## src/rtl/switch_debouncer.sv

```systemverilog
// Per-bit two-flop synchronizer plus stability-count filter for board switches.
// Drives the debounced level and registered one-cycle rise/fall pulses.
module switch_debouncer #(
    parameter int               WIDTH         = 4,
    parameter int               STABLE_CYCLES = 1000,
    parameter logic [WIDTH-1:0] RESET_VAL     = '0
) (
    input  logic             clk,
    input  logic             rst,
    input  logic [WIDTH-1:0] sw_raw,
    output logic [WIDTH-1:0] sw_out,
    output logic [WIDTH-1:0] rise,
    output logic [WIDTH-1:0] fall
);

    localparam int CW = ($clog2(STABLE_CYCLES + 1) < 1) ? 1 : $clog2(STABLE_CYCLES + 1);
    localparam logic [CW-1:0] TERM = CW'(STABLE_CYCLES - 1);

    logic [WIDTH-1:0] s1;
    logic [WIDTH-1:0] s2;
    logic [CW-1:0]    cnt [WIDTH];

    always_ff @(posedge clk) begin
        if (rst) begin
            s1     <= RESET_VAL;
            s2     <= RESET_VAL;
            sw_out <= RESET_VAL;
            rise   <= '0;
            fall   <= '0;
            for (int unsigned i = 0; i < WIDTH; i++) begin
                cnt[i] <= '0;
            end
        end else begin
            s1   <= sw_raw;
            s2   <= s1;
            rise <= '0;
            fall <= '0;
            // A bit only moves after STABLE_CYCLES consecutive edges of disagreement;
            // any agreement in between restarts its count from zero.
            for (int unsigned i = 0; i < WIDTH; i++) begin
                if (s2[i] == sw_out[i]) begin
                    cnt[i] <= '0;
                end else if (cnt[i] == TERM) begin
                    sw_out[i] <= s2[i];
                    rise[i]   <= s2[i];
                    fall[i]   <= ~s2[i];
                    cnt[i]    <= '0;
                end else begin
                    cnt[i] <= cnt[i] + CW'(1);
                end
            end
        end
    end

endmodule

```

## config.mk

```make
export PLATFORM = sky130hd
export DESIGN_NAME = switch_debouncer
export DESIGN_NICKNAME = d
export VERILOG_FILES = /design/src/rtl/switch_debouncer.sv
export SDC_FILE = /design/constraint.sdc
export NUM_CORES = 1
export LEC_CHECK = 0
export CORE_AREA = 2 2 76 78
export DETAILED_ROUTE_END_ITERATION = 16
export DIE_AREA = 0 0 78 80
export PLACE_DENSITY = 0.79
export SYNTH_ARGS = -nofsm -noshare
export SYNTH_HDL_FRONTEND = slang
export SYNTH_SLANG_ARGS = --single-unit
```

## constraint.sdc

```tcl
create_clock -name clk -period 1.9 [get_ports clk]
set_clock_uncertainty 0.05 [all_clocks]
set_input_delay 0.38 -clock clk [delete_from_list [all_inputs] [get_ports clk]]
set_output_delay 0.38 -clock clk [all_outputs]
set_load 0.05 [all_outputs]
```

==> results_tabular.tex, run 1 <==
\begin{tabular}{lr}
\hline
Metric & Value \\
\hline
\multicolumn{2}{l}{\textbf{Power}} \\
Worst IR drop on VDD & 0.5495 mV \\
Power density over the cells & 835.2 mW/mm2 \\
Overall Power & 2.932 mW \\
Total leakage power & 1.457 nW \\
\multicolumn{2}{l}{\textbf{Clock network}} \\
Root Buffer Master & sky130\_fd\_sc\_hd\_\_clkbuf\_8 \\
Clock tree from TritonCTS & done \\
Clock latency on the worst-skew pair & 0.33 ns \\
CTS Buffer Depth & 2 \\
Clock sink count & 60 \\
Clock input transition at the sequential cells of the worst setup and hold paths & 0.06 ns \\
\# H-tree levels & 3 \\
Post-CTS Hold Fix Bufs & 0 \\
Clock buffers created by TritonCTS & 9 \\
\multicolumn{2}{l}{\textbf{Synth}} \\
Register area share after synthesis & 57.40\% \\
Asr flop ratio synth & 0\% \\
Number of synthesized register bits & 60 \\
Number of warning messages in the yosys log & 0 \\
Share of the synthesized area in the top cell type & 43.05\% \\
Top cells by area, synth & sky130\_fd\_sc\_hd\_\_edfxtp\_1 43\%, sky130\_fd\_sc\_hd\_\_dfxtp\_1 14\%, sky130\_fd\_sc\_hd\_\_nor2\_1 5.1\%, sky130\_fd\_sc\_hd\_\_nand3\_1 3.9\%, sky130\_fd\_sc\_hd\_\_xor2\_1 3.8\% \\
Yosys cell types & 42 \\
Most instantiated flip-flop cell in the synthesis netlist & sky130\_fd\_sc\_hd\_\_edfxtp\_1 \\
Top cells by count, synth & 40 x sky130\_fd\_sc\_hd\_\_edfxtp\_1, 38 x sky130\_fd\_sc\_hd\_\_nor2\_1, 22 x sky130\_fd\_sc\_hd\_\_nand3\_1 \\
Summed instance area of the synthesized netlist & roughly 0.0028 mm2 \\
Mean post-synth cell area & between 10 and 15 um2 \\
Post-synthesis instance total & 258 \\
Count of flip-flops with a built-in enable after synthesis & 40 \\
Most area-hungry cell type in the Yosys netlist & sky130\_fd\_sc\_hd\_\_edfxtp\_1 \\
Most common cell in the synthesized netlist & sky130\_fd\_sc\_hd\_\_edfxtp\_1 \\
\multicolumn{2}{l}{\textbf{STA}} \\
Least-Margin Pin Slew & $\sim$0.50 ns \\
Slew HR & between 60\% and 70\% \\
Total negative setup slack & 0 ns \\
Maximum operating frequency & $\sim$540 MHz \\
Setup violations, final & 0 \\
Fraction of the cycle the final worst path needs & 96.95\% \\
RSZ-0062 raised after global routing & no \\
Final Hold Violating Endpoints & 0 \\
Final Max Slew Viols & 0 \\
Shortest period the worst path allows & 1.842 ns \\
\multicolumn{2}{l}{\textbf{Critical path}} \\
Startpoint kind of the worst setup timing path & register \\
Endpoint of the worst register-to-register path & cnt[2][3]\$\_SDFFCE\_PN0P\_ \\
Standard cell with the maximum stage delay on the critical path & sky130\_fd\_sc\_hd\_\_clkdlybuf4s50\_1 \\
Worst reg2reg setup slack & 0.13 ns \\
Critical Path Fanout Max & 1 \\
Kind of critical path & register to output pin \\
Buf+Inv Stages, Crit Path & 1 \\
List of cells traversed by the critical path & clkdlybuf4s50\_1 \\
Dominant delay contributor by cell family on the critical path & buffers and inverters \\
Data required time at the worst endpoint & around 1.5 ns \\
Critical path arrival & 1.41 ns \\
Worst setup path startpoint & rise[0]\$\_SDFF\_PP0\_ \\
Critical path's largest stage delay & between 0.7 and 0.8 ns \\
Worst reg2reg path startpoint & cnt[2][0]\$\_SDFFCE\_PN0P\_ \\
Crit path depth & 1 \\
Worst reg-to-reg path cell count & 5 \\
Endpoint of the most critical setup path & rise[0] \\
Element type at the critical path end & output pin \\
\multicolumn{2}{l}{\textbf{Floorplanning}} \\
Die extent in x & 78 um \\
Core outline area & 0.005405 mm2 \\
IO Pins & 18 \\
Die Y & 80 um \\
Initial Util & between 50\% and 60\% \\
FP Rows & 27 \\
Die Area & 0.006240 mm2 \\
\multicolumn{2}{l}{\textbf{Final layout}} \\
Layout cells sized above 1 & 10.71\% \\
Layout Nets & 341 \\
Area Growth Syn to Fin & 25.83\% \\
Final-layout fill cell count & 456 \\
Area used by multi-input combinational logic & 0.001331 mm2 \\
Sequential cell area & 0.001602 mm2 \\
Post-Layout Cell Count & $\sim$400 \\
Antenna cells & 0 \\
Post-route core utilization & 64.95\% \\
\multicolumn{2}{l}{\textbf{Min path}} \\
Worst hold path startpoint & s1[3]\$\_SDFF\_PP0\_ \\
Classification of the worst-slack hold path & register to register \\
\multicolumn{2}{l}{\textbf{Detailed routing}} \\
Aggregate routed wire length & 4643 um \\
Number of DRC markers after the initial detailed-route iteration & 69 \\
DRC Markers & 0 \\
Routed Antenna Nets & 0 \\
Via-to-Cell Ratio & approximately 5 \\
Drt pass-1 iters & 6 \\
Total via count in the routed design & around 2,000 \\
Detailed-route wire length per cell & 11.38 um \\
\multicolumn{2}{l}{\textbf{Status}} \\
Status & finished, final reports clean \\
\multicolumn{2}{l}{\textbf{Placement}} \\
Last weighted congestion value of the routability-driven placer & 0.8288 \\
Number of placed cells counting well taps & 392 \\
IO buf count & 17 \\
HPWL after detailed placement & 3427 um \\
\multicolumn{2}{l}{\textbf{Global route}} \\
Vias in the first global route & 1,880 \\
Residual overflow from global routing & 0 \\
Initial antenna violation count & 0 \\
Wire length of the first global-routing pass & slightly below 8000 um \\
Pin count of the biggest net entering global routing & 15 \\
Total routing resource utilization after global routing & 16.48\% \\
\multicolumn{2}{l}{\textbf{Run}} \\
Max-cap violation count & 0 \\
\hline
\end{tabular}
[through the flow]
| stage | hold WS, ns | setup WS [ns] | instance area [um2] |
|---|---|---|---|
| final | 0.3858 | 0.05789 | 3511 |
| after global routing | 0.4170 | 0.02159 | 3511 |
| after CTS | 0.3924 | 0.009637 | 3470 |
| after detailed placement | 0.3766 | 0.01158 | 3239 |
| after global placement | 0.3688 | 0.03182 | 3239 |
| after floorplan | 0.3638 | 0.1792 | 2937 |
[how the worst min path moves through the flow]
| stage | slack, ns | depth (start not counted) | endpoint |
|---|---|---|---|
| 6_report | 0.39 | 1 | s2[3]$_SDFF_PP0_ |
| 4_1_cts | 0.39 | 1 | s2[3]$_SDFF_PP0_ |
| 5_1_grt | 0.42 | 1 | s2[2]$_SDFF_PP0_ |
| 3_5_place_dp | 0.38 | 1 | s2[3]$_SDFF_PP0_ |
| 3_3_place_gp | 0.37 | 1 | s2[0]$_SDFF_PP0_ |
| 2_1_floorplan | 0.36 | 1 | s2[0]$_SDFF_PP0_ |
[layer usage]
| metal | track usage (%) | part of all wire (%) | vias up |
|---|---|---|---|
| met1 | 19.85 | 48 | 946 |
| met3 | 4.977 | 3.6 | 12 |
| met2 | 26.47 | 46 | 36 |
| met5 | 0 | 0 | - |
| li1 | - | - | 1045 |
| met4 | 9.123 | 2.5 | 0 |
[flip-flops by register name, summed over array words and instances (netlist names)]
name,count
s1,4
rise,4
cnt,40
s2,4
sw_out,4
fall,4
[where the power goes]
group,switching (mW),total [mW],internal [mW]
logic,0.0602,0.114,0.0538
registers,0.0463,1.48,1.44
clock network,0.467,1.33,0.868
[layout by cell type (no fill, tap or decap), types with 3 or more instances in the layout]
cell type	netlist	final
sky130_fd_sc_hd__conb_1	1	40
sky130_fd_sc_hd__o221a_2	3	3
sky130_fd_sc_hd__inv_1	6	6
sky130_fd_sc_hd__a31oi_1	3	3
sky130_fd_sc_hd__nand3_1	22	22
sky130_fd_sc_hd__nor3_1	9	8
sky130_fd_sc_hd__buf_4	0	12
sky130_fd_sc_hd__nor4_1	5	5
sky130_fd_sc_hd__edfxtp_1	40	40
sky130_fd_sc_hd__a21oi_1	10	10
sky130_fd_sc_hd__nand2_1	14	14
sky130_fd_sc_hd__nand2b_1	8	8
sky130_fd_sc_hd__and3_1	7	7
sky130_fd_sc_hd__dfxtp_1	20	20
sky130_fd_sc_hd__dlymetal6s2s_1	0	6
sky130_fd_sc_hd__and4_1	3	3
sky130_fd_sc_hd__clkbuf_8	0	9
sky130_fd_sc_hd__nor2_1	38	38
sky130_fd_sc_hd__clkdlybuf4s50_1	0	6
sky130_fd_sc_hd__xor2_1	12	12
sky130_fd_sc_hd__nand4_1	3	3
sky130_fd_sc_hd__mux2i_1	4	4
sky130_fd_sc_hd__nor2b_1	8	8
sky130_fd_sc_hd__a21o_1	3	3
sky130_fd_sc_hd__and2_1	4	4
sky130_fd_sc_hd__bufinv_16	0	3
sky130_fd_sc_hd__xnor2_1	9	9
sky130_fd_sc_hd__ha_1	4	4
[area by class of cell]
type | count | share of cell area, %
inverter | 6 | 0.6415
multi-input combinational | 229 | 37.92
sequential | 60 | 45.62
clock inverter | 5 | 2.851
tap | 72 | 2.566
clock buffer | 11 | 3.742
timing repair buffer | 25 | 6.664
[logic make-up after synthesis]
family | after synthesis | share of synthesized area, %
flops | 60 | 57.40
other cells | 1 | 0.1344
buf+inv | 8 | 1.076
mux | 4 | 1.435
simple gates | 130 | 24.04
xor+xnor | 21 | 6.592
compound gates | 30 | 7.534
fa+ha+maj | 4 | 1.794
[what timing repair did]
item / CTS / global route
setup buffers: 0 / 0
endpoints found under the setup margin: 1 / 16
resized for setup: 1 / 10
No activity file was read; power rests on OpenSTA's default activity.
==> inputs of run 2 (changes only) <==
Settings changed: CORE_AREA 2 2 76 78 to 2 2 100 102, CTS_BUF_LIST set to sky130_fd_sc_hd__clkbuf_4 sky130_fd_sc_hd__clkbuf_8 sky130_fd_sc_hd__clkbuf_16, DIE_AREA 0 0 78 80 to 0 0 102 104, PLACE_DENSITY 0.79 to 0.52.
==> run 2 against run 1 <==
  * Total power is 10% lower
  * Design area is 0.61% higher
  * Sequential cell count stayed put
  * Count of clock-buffer cells in the layout is 2 higher
  * Sequential share of layout area is 0.27 points lower
  * Utilization is 28 points lower
  * Worst setup slack better by 0.080 ns
  * Combinational power hardly changed
  * Non-clock buffer count is 2 higher
  * Final cell count is 15% higher
  * Via count is 2.3% lower
  * Clock power is 22% lower
  * Largest cell class unchanged
  * Largest power group unchanged
==> results_tabular.tex, run 2 (same netlist as run 1, synthesis figures left out) <==
\begin{tabular}{lr}
\hline
Metric & Value \\
\hline
\multicolumn{2}{l}{\textbf{Floorplanning}} \\
FP Rows & 36 (+33\%) \\
IO Pins & 18 (unchanged) \\
Core outline area & 0.009549 mm2 (+77\%) \\
Die Y & 104 um (+30\%) \\
Initial Util & 29.22\% (-22 points) \\
Die Area & 0.01061 mm2 (+70\%) \\
Die extent in x & 102 um (+31\%) \\
\multicolumn{2}{l}{\textbf{Final layout}} \\
Layout cells sized above 1 & 11.54\% (+0.82 points) \\
Layout Nets & 343 (+0.59\%) \\
Final-layout fill cell count & 971 (+110\%) \\
Area Growth Syn to Fin & 26.59\% \\
Post-Layout Cell Count & 471 (+15\%) \\
Most frequent cells in the layout & 40 x sky130\_fd\_sc\_hd\_\_edfxtp\_1, 40 x sky130\_fd\_sc\_hd\_\_conb\_1, 38 x sky130\_fd\_sc\_hd\_\_nor2\_1, 22 x sky130\_fd\_sc\_hd\_\_nand3\_1, 20 x sky130\_fd\_sc\_hd\_\_dfxtp\_1 \\
Max reg flops & 40 (unchanged) \\
Antenna cells & 0 (unchanged) \\
Register with the highest flop count & cnt \\
\multicolumn{2}{l}{\textbf{Detailed routing}} \\
Routed Antenna Nets & 0 (unchanged) \\
Total via count in the routed design & 1,993 (-2.3\%) \\
Number of DRC markers after the initial detailed-route iteration & 94 (+36\%) \\
Via-to-Cell Ratio & 4.231 (-15\%) \\
Detailed-route wire length per cell & 10.80 um (-5.1\%) \\
Aggregate routed wire length & 5088 um (+9.6\%) \\
DRC Markers & 0 (unchanged) \\
Drt pass-1 iters & 4 (-2) \\
\multicolumn{2}{l}{\textbf{Global route}} \\
Met3 Use GR & 5.040\% (+0.063 points) \\
Initial antenna violation count & 0 (unchanged) \\
Residual overflow from global routing & 0 (unchanged) \\
Fraction of met1 tracks used by global routing & 14.43\% (-5.4 points) \\
Pin count of the biggest net entering global routing & 16 (+1) \\
Vias in the first global route & 1,964 (+4.5\%) \\
Wire length of the first global-routing pass & 9018 um (+14\%) \\
Busiest layer in global routing & met2 \\
Met2 demand-to-capacity share in global routing & 15.74\% (-11 points) \\
Total routing resource utilization after global routing & 10.94\% (-5.5 points) \\
\multicolumn{2}{l}{\textbf{Clock network}} \\
Clock input transition at the sequential cells of the worst setup and hold paths & 0.07 ns (about the same) \\
Buffer count from post-CTS setup fixing & 0 (unchanged) \\
Clock tree from TritonCTS & done \\
Root Buffer Master & sky130\_fd\_sc\_hd\_\_clkbuf\_8 \\
Clock sink count & 60 (unchanged) \\
Clock buffers created by TritonCTS & 9 (unchanged) \\
Post-CTS Hold Fix Bufs & 0 (unchanged) \\
CTS Buffer Depth & 2 (unchanged) \\
\# H-tree levels & 3 (unchanged) \\
Clock latency on the worst-skew pair & 0.34 ns (about the same) \\
Number of cells upsized or downsized after cts & 0 (-1) \\
\multicolumn{2}{l}{\textbf{Status}} \\
Status & finished, final reports clean \\
\multicolumn{2}{l}{\textbf{Placement}} \\
Last weighted congestion value of the routability-driven placer & 0.7415 (-11\%) \\
HPWL after detailed placement & 3650 um (+6.5\%) \\
IO buf count & 17 (unchanged) \\
Number of placed cells counting well taps & 455 (+16\%) \\
\multicolumn{2}{l}{\textbf{Power}} \\
Worst IR drop on VDD & 0.2798 mV (-49\%) \\
Power density over the cells & 746.2 mW/mm2 (-11\%) \\
Total leakage power & 1.476 nW (+1.3\%) \\
\multicolumn{2}{l}{\textbf{Critical path}} \\
Element type at the critical path end & register \\
Startpoint kind of the worst setup timing path & register \\
Critical Path Fanout Max & 5 (+4) \\
Critical path arrival & 1.79 ns (+0.38 ns) \\
Data required time at the worst endpoint & 1.93 ns (+0.46 ns) \\
Kind of critical path & register to register \\
\multicolumn{2}{l}{\textbf{STA}} \\
Maximum operating frequency & 567.5 MHz (+4.5\%) \\
Final Max Slew Viols & 0 (unchanged) \\
Setup violations, final & 0 (unchanged) \\
RSZ-0062 raised after global routing & yes \\
Least-Margin Pin Slew & 0.5056 ns (+0.0008583 ns) \\
Shortest period the worst path allows & 1.762 ns (-0.07988 ns) \\
Slew HR & 66.24\% (about the same) \\
Total negative setup slack & 0 ns (unchanged) \\
Final Hold Violating Endpoints & 0 (unchanged) \\
Fraction of the cycle the final worst path needs & 92.75\% (-4.2 points) \\
\multicolumn{2}{l}{\textbf{Run}} \\
Max-cap violation count & 0 (unchanged) \\
\multicolumn{2}{l}{\textbf{Min path}} \\
Classification of the worst-slack hold path & register to register \\
\hline
\end{tabular}
==> run 2: cell types whose count changed in the layout (fill, tap and decap cells not counted) <==
cell,before,now
sky130_fd_sc_hd__bufinv_16,3,0
sky130_fd_sc_hd__clkbuf_4,0,3
sky130_fd_sc_hd__buf_4,12,14
sky130_fd_sc_hd__clkbuf_1,2,0
sky130_fd_sc_hd__dlymetal6s2s_1,6,8
sky130_fd_sc_hd__o21ai_2,0,2
sky130_fd_sc_hd__o21ai_4,2,0
sky130_fd_sc_hd__clkbuf_8,9,10
sky130_fd_sc_hd__clkdlybuf4s50_1,6,5
sky130_fd_sc_hd__clkinv_2,2,3
sky130_fd_sc_hd__dlygate4sd2_1,1,0
sky130_fd_sc_hd__nor3_1,8,9
sky130_fd_sc_hd__nor3_2,1,0
==> run 2: metal layers <==
layer  wire length (um)  share of wire (%)
met2               2196                 43
met3                229                4.5
met5                  0                  0
met4                 68                1.3
met1               2593                 51
==> run 2: worst paths after layout <==
path	start	end	slack (ns)	cells past startpoint
worst max-delay path	cnt[0][1]$_SDFFCE_PN0P_	cnt[0][5]$_SDFFCE_PN0P_	0.14	5
worst min register to register	s1[0]$_SDFF_PP0_	s2[0]$_SDFF_PP0_	0.40	1
worst min-delay path	s1[0]$_SDFF_PP0_	s2[0]$_SDFF_PP0_	0.40	1
worst max register to register	cnt[0][1]$_SDFFCE_PN0P_	cnt[0][5]$_SDFFCE_PN0P_	0.14	5
==> run 2: worst max-delay path, stage by stage (launching register included) <==
cell and delay (ns):
sky130_fd_sc_hd__edfxtp_1 0.41, sky130_fd_sc_hd__ha_1 0.19, sky130_fd_sc_hd__nand4_1 0.13, sky130_fd_sc_hd__or3_1 0.39, sky130_fd_sc_hd__o21ai_2 0.27, sky130_fd_sc_hd__nor2_1 0.08
==> run 2: cell type report <==
cell class | count | area, um2 | share of cell area [%]
flip-flops and latches | 60 | 1602 | 45.34
multi-input cells | 229 | 1311 | 37.12
repair buffers | 27 | 255.2 | 7.226
well taps | 133 | 166.4 | 4.711
clock buffers | 13 | 160.2 | 4.534
inverters | 6 | 22.52 | 0.6376
clock inverters | 3 | 15.01 | 0.4251
==> run 2: per-stage QoR <==
stage / utilization [%] / hold slack, ns / area [um2] / power (mW) / setup WS [ns]
finish: 36.99 / 0.3953 / 3532 / 2.636 / 0.1378
global route: 36.99 / 0.4133 / 3532 / 2.769 / -0.0002707
CTS: 36.71 / 0.3979 / 3506 / 2.685 / 0.003032
detailed placement: 34.88 / 0.3787 / 3331 / 1.622 / -0.04124
global placement: 34.88 / 0.3729 / 3331 / 1.619 / -0.008004
floorplan: - / 0.3638 / 2937 / 1.575 / 0.1792
==> run 2: where the power goes <==
group / switching (mW) / internal (mW)
logic: 0.0607 / 0.0540
clock network: 0.493 / 0.547
registers: 0.0443 / 1.44
total: 0.598 / 2.04
==> inputs of run 3 (changes only) <==
Settings changed: ABC_AREA set to 1, CORE_AREA 2 2 100 102 to 2 2 103 105, DIE_AREA 0 0 102 104 to 0 0 105 107.
==> run 3 against run 2 <==
  * Register-to-register slack better by 0.22 ns
  * Sequential cell count unchanged
  * Synthesized cell count up 33%
  * Sequential power about the same
  * Global-route usage is 0.95 points lower
  * Hold slack worse by 0.042 ns
  * Design area increased by 2.7%
  * Synthesized area rose by 5.6%
  * Count of clock-buffer cells in the layout shrank 4
  * Routed wire length fell by 1.5%
  * Die area is 5.9% higher
  * Critical path depth fell by 4
  * Critical endpoint is now fall[2]
==> results_tabular.tex, run 3 <==
\begin{tabular}{lr}
\hline
Metric & Value \\
\hline
\multicolumn{2}{l}{\textbf{Power}} \\
Part of the power in registers & 55.0\% (-1.2 points) \\
Power density over the cells & 740.0 mW/mm2 (-0.83\%) \\
Internal Dissipation & 2.068 mW (+1.5\%) \\
Proportion of power drawn by combinational gates & 4.6\% (+0.2 points) \\
Worst IR drop on VDD & 0.3520 mV (+26\%) \\
Switch share & 22.97\% (+0.27 points) \\
Net Switching & 616.6 uW (+3.1\%) \\
Total leakage power & 1.614 nW (+9.4\%) \\
Clock power frac & 40.4\% (+1.0 points) \\
\multicolumn{2}{l}{\textbf{Synth}} \\
Post-synthesis compound-gate area fraction & 3.397\% (-4.1 points) \\
Mean post-synth cell area & 8.566 um2 (-21\%) \\
Top cells by count, synth & 65 x sky130\_fd\_sc\_hd\_\_nor2\_1, 63 x sky130\_fd\_sc\_hd\_\_nand2\_1, 51 x sky130\_fd\_sc\_hd\_\_inv\_1 \\
Proportion of synthesized area in mux cells & 0\% (-1.4 points) \\
Count of flip-flops with a built-in enable after synthesis & 40 (unchanged) \\
Number of warning messages in the yosys log & 0 (unchanged) \\
Register area share after synthesis & 54.35\% (-3.0 points) \\
Share of synthesized cell area in and, or, nand and nor gates & 29.38\% (+5.3 points) \\
Top cells by area, synth & sky130\_fd\_sc\_hd\_\_edfxtp\_1 41\%, sky130\_fd\_sc\_hd\_\_dfxtp\_1 14\%, sky130\_fd\_sc\_hd\_\_nor2\_1 8.3\%, sky130\_fd\_sc\_hd\_\_nand2\_1 8.0\%, sky130\_fd\_sc\_hd\_\_inv\_1 6.5\% \\
Adder and majority cell fraction of the synthesized area & 1.699\% (-0.095 points) \\
Summed instance area of the synthesized netlist & 0.002947 mm2 (+5.6\%) \\
Parity-gate share of the synthesized area counting xor and xnor cells & 4.161\% (-2.4 points) \\
Largest family of logic cells by synthesized area & simple AND/OR/NAND/NOR gates \\
Asr flop ratio synth & 0\% (unchanged) \\
Most common cell in the synthesized netlist & sky130\_fd\_sc\_hd\_\_nor2\_1 \\
Number of synthesized register bits & 60 (unchanged) \\
Most area-hungry cell type in the Yosys netlist & sky130\_fd\_sc\_hd\_\_edfxtp\_1 \\
Yosys cell types & 25 (-40\%) \\
Post-synthesis instance total & 344 (+33\%) \\
Most instantiated flip-flop cell in the synthesis netlist & sky130\_fd\_sc\_hd\_\_edfxtp\_1 \\
Share of the synthesized area in the top cell type & 40.76\% (-2.3 points) \\
\multicolumn{2}{l}{\textbf{Critical path}} \\
Element type at the critical path end & output pin \\
Critical path's largest stage delay & 0.79 ns (+0.38 ns) \\
Data required time at the worst endpoint & 1.47 ns (-0.46 ns) \\
Buf+Inv Stages, Crit Path & 1 (+1) \\
Startpoint kind of the worst setup timing path & register \\
Critical Path Fanout Max & 1 (-4) \\
Standard cell with the maximum stage delay on the critical path & sky130\_fd\_sc\_hd\_\_clkdlybuf4s50\_1 \\
Dominant delay contributor by cell family on the critical path & buffers and inverters \\
Kind of critical path & register to output pin \\
List of cells traversed by the critical path & clkdlybuf4s50\_1 \\
Critical path arrival & 1.43 ns (-0.36 ns) \\
\multicolumn{2}{l}{\textbf{STA}} \\
Final Hold Violating Endpoints & 0 (unchanged) \\
RSZ-0062 raised after global routing & no \\
Worst slack on hold paths & 0.3536 ns (-0.04172 ns) \\
Shortest period the worst path allows & 1.861 ns (+0.09858 ns) \\
Setup violations, final & 0 (unchanged) \\
Fraction of the cycle the final worst path needs & 97.94\% (+5.2 points) \\
Slew HR & 65.97\% (-0.27 points) \\
Total negative setup slack & 0 ns (unchanged) \\
Maximum operating frequency & 537.4 MHz (-5.3\%) \\
Final Max Slew Viols & 0 (unchanged) \\
Least-Margin Pin Slew & 0.5097 ns (+0.004081 ns) \\
\multicolumn{2}{l}{\textbf{Clock network}} \\
Clock input transition at the sequential cells of the worst setup and hold paths & 0.06 ns (about the same) \\
Clock sink count & 60 (unchanged) \\
Clock latency on the worst-skew pair & 0.34 ns (about the same) \\
CTS Buffer Depth & 2 (unchanged) \\
Buffer count from post-CTS setup fixing & 0 (unchanged) \\
Clock buffers created by TritonCTS & 9 (unchanged) \\
\# H-tree levels & 3 (unchanged) \\
Root Buffer Master & sky130\_fd\_sc\_hd\_\_clkbuf\_8 \\
Clock tree from TritonCTS & done \\
\multicolumn{2}{l}{\textbf{Detailed routing}} \\
Drt pass-1 iters & 4 (unchanged) \\
DRC Markers & 0 (unchanged) \\
Via-to-Cell Ratio & 4.022 (-5.0\%) \\
Aggregate routed wire length & 5013 um (-1.5\%) \\
Detailed-route wire length per cell & 9.065 um (-16\%) \\
Number of DRC markers after the initial detailed-route iteration & 52 (-45\%) \\
Routed Antenna Nets & 0 (unchanged) \\
Total via count in the routed design & 2,224 (+12\%) \\
\multicolumn{2}{l}{\textbf{Final layout}} \\
Most frequent cells in the layout & 65 x sky130\_fd\_sc\_hd\_\_nor2\_1, 63 x sky130\_fd\_sc\_hd\_\_nand2\_1, 51 x sky130\_fd\_sc\_hd\_\_inv\_1, 40 x sky130\_fd\_sc\_hd\_\_edfxtp\_1, 40 x sky130\_fd\_sc\_hd\_\_conb\_1 \\
Max reg flops & 40 (unchanged) \\
Most common library cell in the layout ignoring fill and taps & sky130\_fd\_sc\_hd\_\_nor2\_1 \\
Layout Nets & 422 (+23\%) \\
Register with the highest flop count & cnt \\
Area of all placed cells without fillers & 0.003628 mm2 (+2.7\%) \\
Antenna cells & 0 (unchanged) \\
Layout cells sized above 1 & 9.113\% (-2.4 points) \\
Area Growth Syn to Fin & 23.14\% \\
Final-layout fill cell count & 1,103 (+14\%) \\
\multicolumn{2}{l}{\textbf{Run}} \\
Max-cap violation count & 0 (unchanged) \\
\multicolumn{2}{l}{\textbf{Floorplanning}} \\
FP Rows & 37 (+2.8\%) \\
Die Y & 107 um (+2.9\%) \\
Core outline area & 0.01009 mm2 (+5.7\%) \\
Die extent in x & 105 um (+2.9\%) \\
IO Pins & 18 (unchanged) \\
Die Area & 0.01124 mm2 (+5.9\%) \\
Initial Util & 29.20\% (about the same) \\
\multicolumn{2}{l}{\textbf{Placement}} \\
IO buf count & 17 (unchanged) \\
Area post-placement & 0.003432 mm2 (+3.0\%) \\
Last weighted congestion value of the routability-driven placer & 0.7448 (+0.45\%) \\
HPWL after detailed placement & 3764 um (+3.1\%) \\
\multicolumn{2}{l}{\textbf{Global route}} \\
Wire length of the first global-routing pass & 8880 um (-1.5\%) \\
Initial antenna violation count & 0 (unchanged) \\
Pin count of the biggest net entering global routing & 12 (-4) \\
Residual overflow from global routing & 0 (unchanged) \\
Total routing resource utilization after global routing & 9.986\% (-0.95 points) \\
Vias in the first global route & 2,084 (+6.1\%) \\
\multicolumn{2}{l}{\textbf{Min path}} \\
Classification of the worst-slack hold path & register to register \\
\multicolumn{2}{l}{\textbf{Status}} \\
Status & finished, final reports clean \\
\hline
\end{tabular}
## run 3: cells by family after synthesis
group                    after synthesis
flip-flops                            60
XOR/XNOR                              14
buffers and inverters                 54
AND/OR/NAND/NOR                      193
other                                  1
adder cells (fa/ha/maj)                4
AO/OA/AOI/OAI                         18
## run 3: area by class of cell
type / instances / area (um2) / share of cell area, %
clock buffers: 9 / 123.9 / 3.414
well taps: 136 / 170.2 / 4.690
inverters: 53 / 198.9 / 5.483
clock inverters: 7 / 57.56 / 1.586
repair buffers: 19 / 187.7 / 5.172
multi-input cells: 269 / 1289 / 35.52
flip-flops and latches: 60 / 1602 / 44.14
## run 3: final timing paths
check | slack (ns) | start | cells after the start | to
min reg2reg | 0.35 | s1[1]$_SDFF_PP0_ | 2 | s2[1]$_SDFF_PP0_
max reg2reg | 0.36 | cnt[3][0]$_SDFFCE_PN0P_ | 6 | cnt[3][6]$_SDFFCE_PN0P_
min | 0.35 | s1[1]$_SDFF_PP0_ | 2 | s2[1]$_SDFF_PP0_
max | 0.04 | fall[2]$_SDFF_PP0_ | 1 | fall[2]
## run 3: power groups by stage
stage	registers, mW	clock network (mW)	logic (mW)
finish	1.48	1.08	0.123
global placement	1.51	0	0.121
detailed placement	1.51	0	0.123
CTS	1.48	1.13	0.123
floorplan	1.50	0	0.0932
global route	1.48	1.17	0.148
## run 3: repair_timing
action,4_1_cts,5_1_grt
gates resized for setup,0,6
hold buffers,0,0
endpoints found under the setup margin,0,6
## run 3: worst reg2reg max path, stage by stage, from the launching register on
cell and delay (ns):
sky130_fd_sc_hd__edfxtp_1 0.41, sky130_fd_sc_hd__ha_1 0.22, sky130_fd_sc_hd__nand2_1 0.11, sky130_fd_sc_hd__nor2_1 0.22
sky130_fd_sc_hd__nand2_1 0.09, sky130_fd_sc_hd__xor2_1 0.14, sky130_fd_sc_hd__nor2_1 0.05
## run 3: per-stage QoR
step / cells / total power, mW / setup WS (ns) / utilization [%]
final: 553 / 2.685 / 0.03919 / 35.95
after global routing: 553 / 2.800 / 0.003262 / 35.95
after CTS: 553 / 2.729 / 0.002331 / 35.80
after detailed placement: 537 / 1.629 / 0.1723 / 34.01
after global placement: 537 / 1.626 / 0.1964 / 34.01
after floorplan: 383 / 1.589 / 0.3858 / -
## run 3: layer usage
metal / GRT usage (%) / routed length (um)
met4: 5.429 / 129
met1: 11.68 / 2446
met2: 16.23 / 2218
met5: 0 / 0
met3: 3.283 / 219
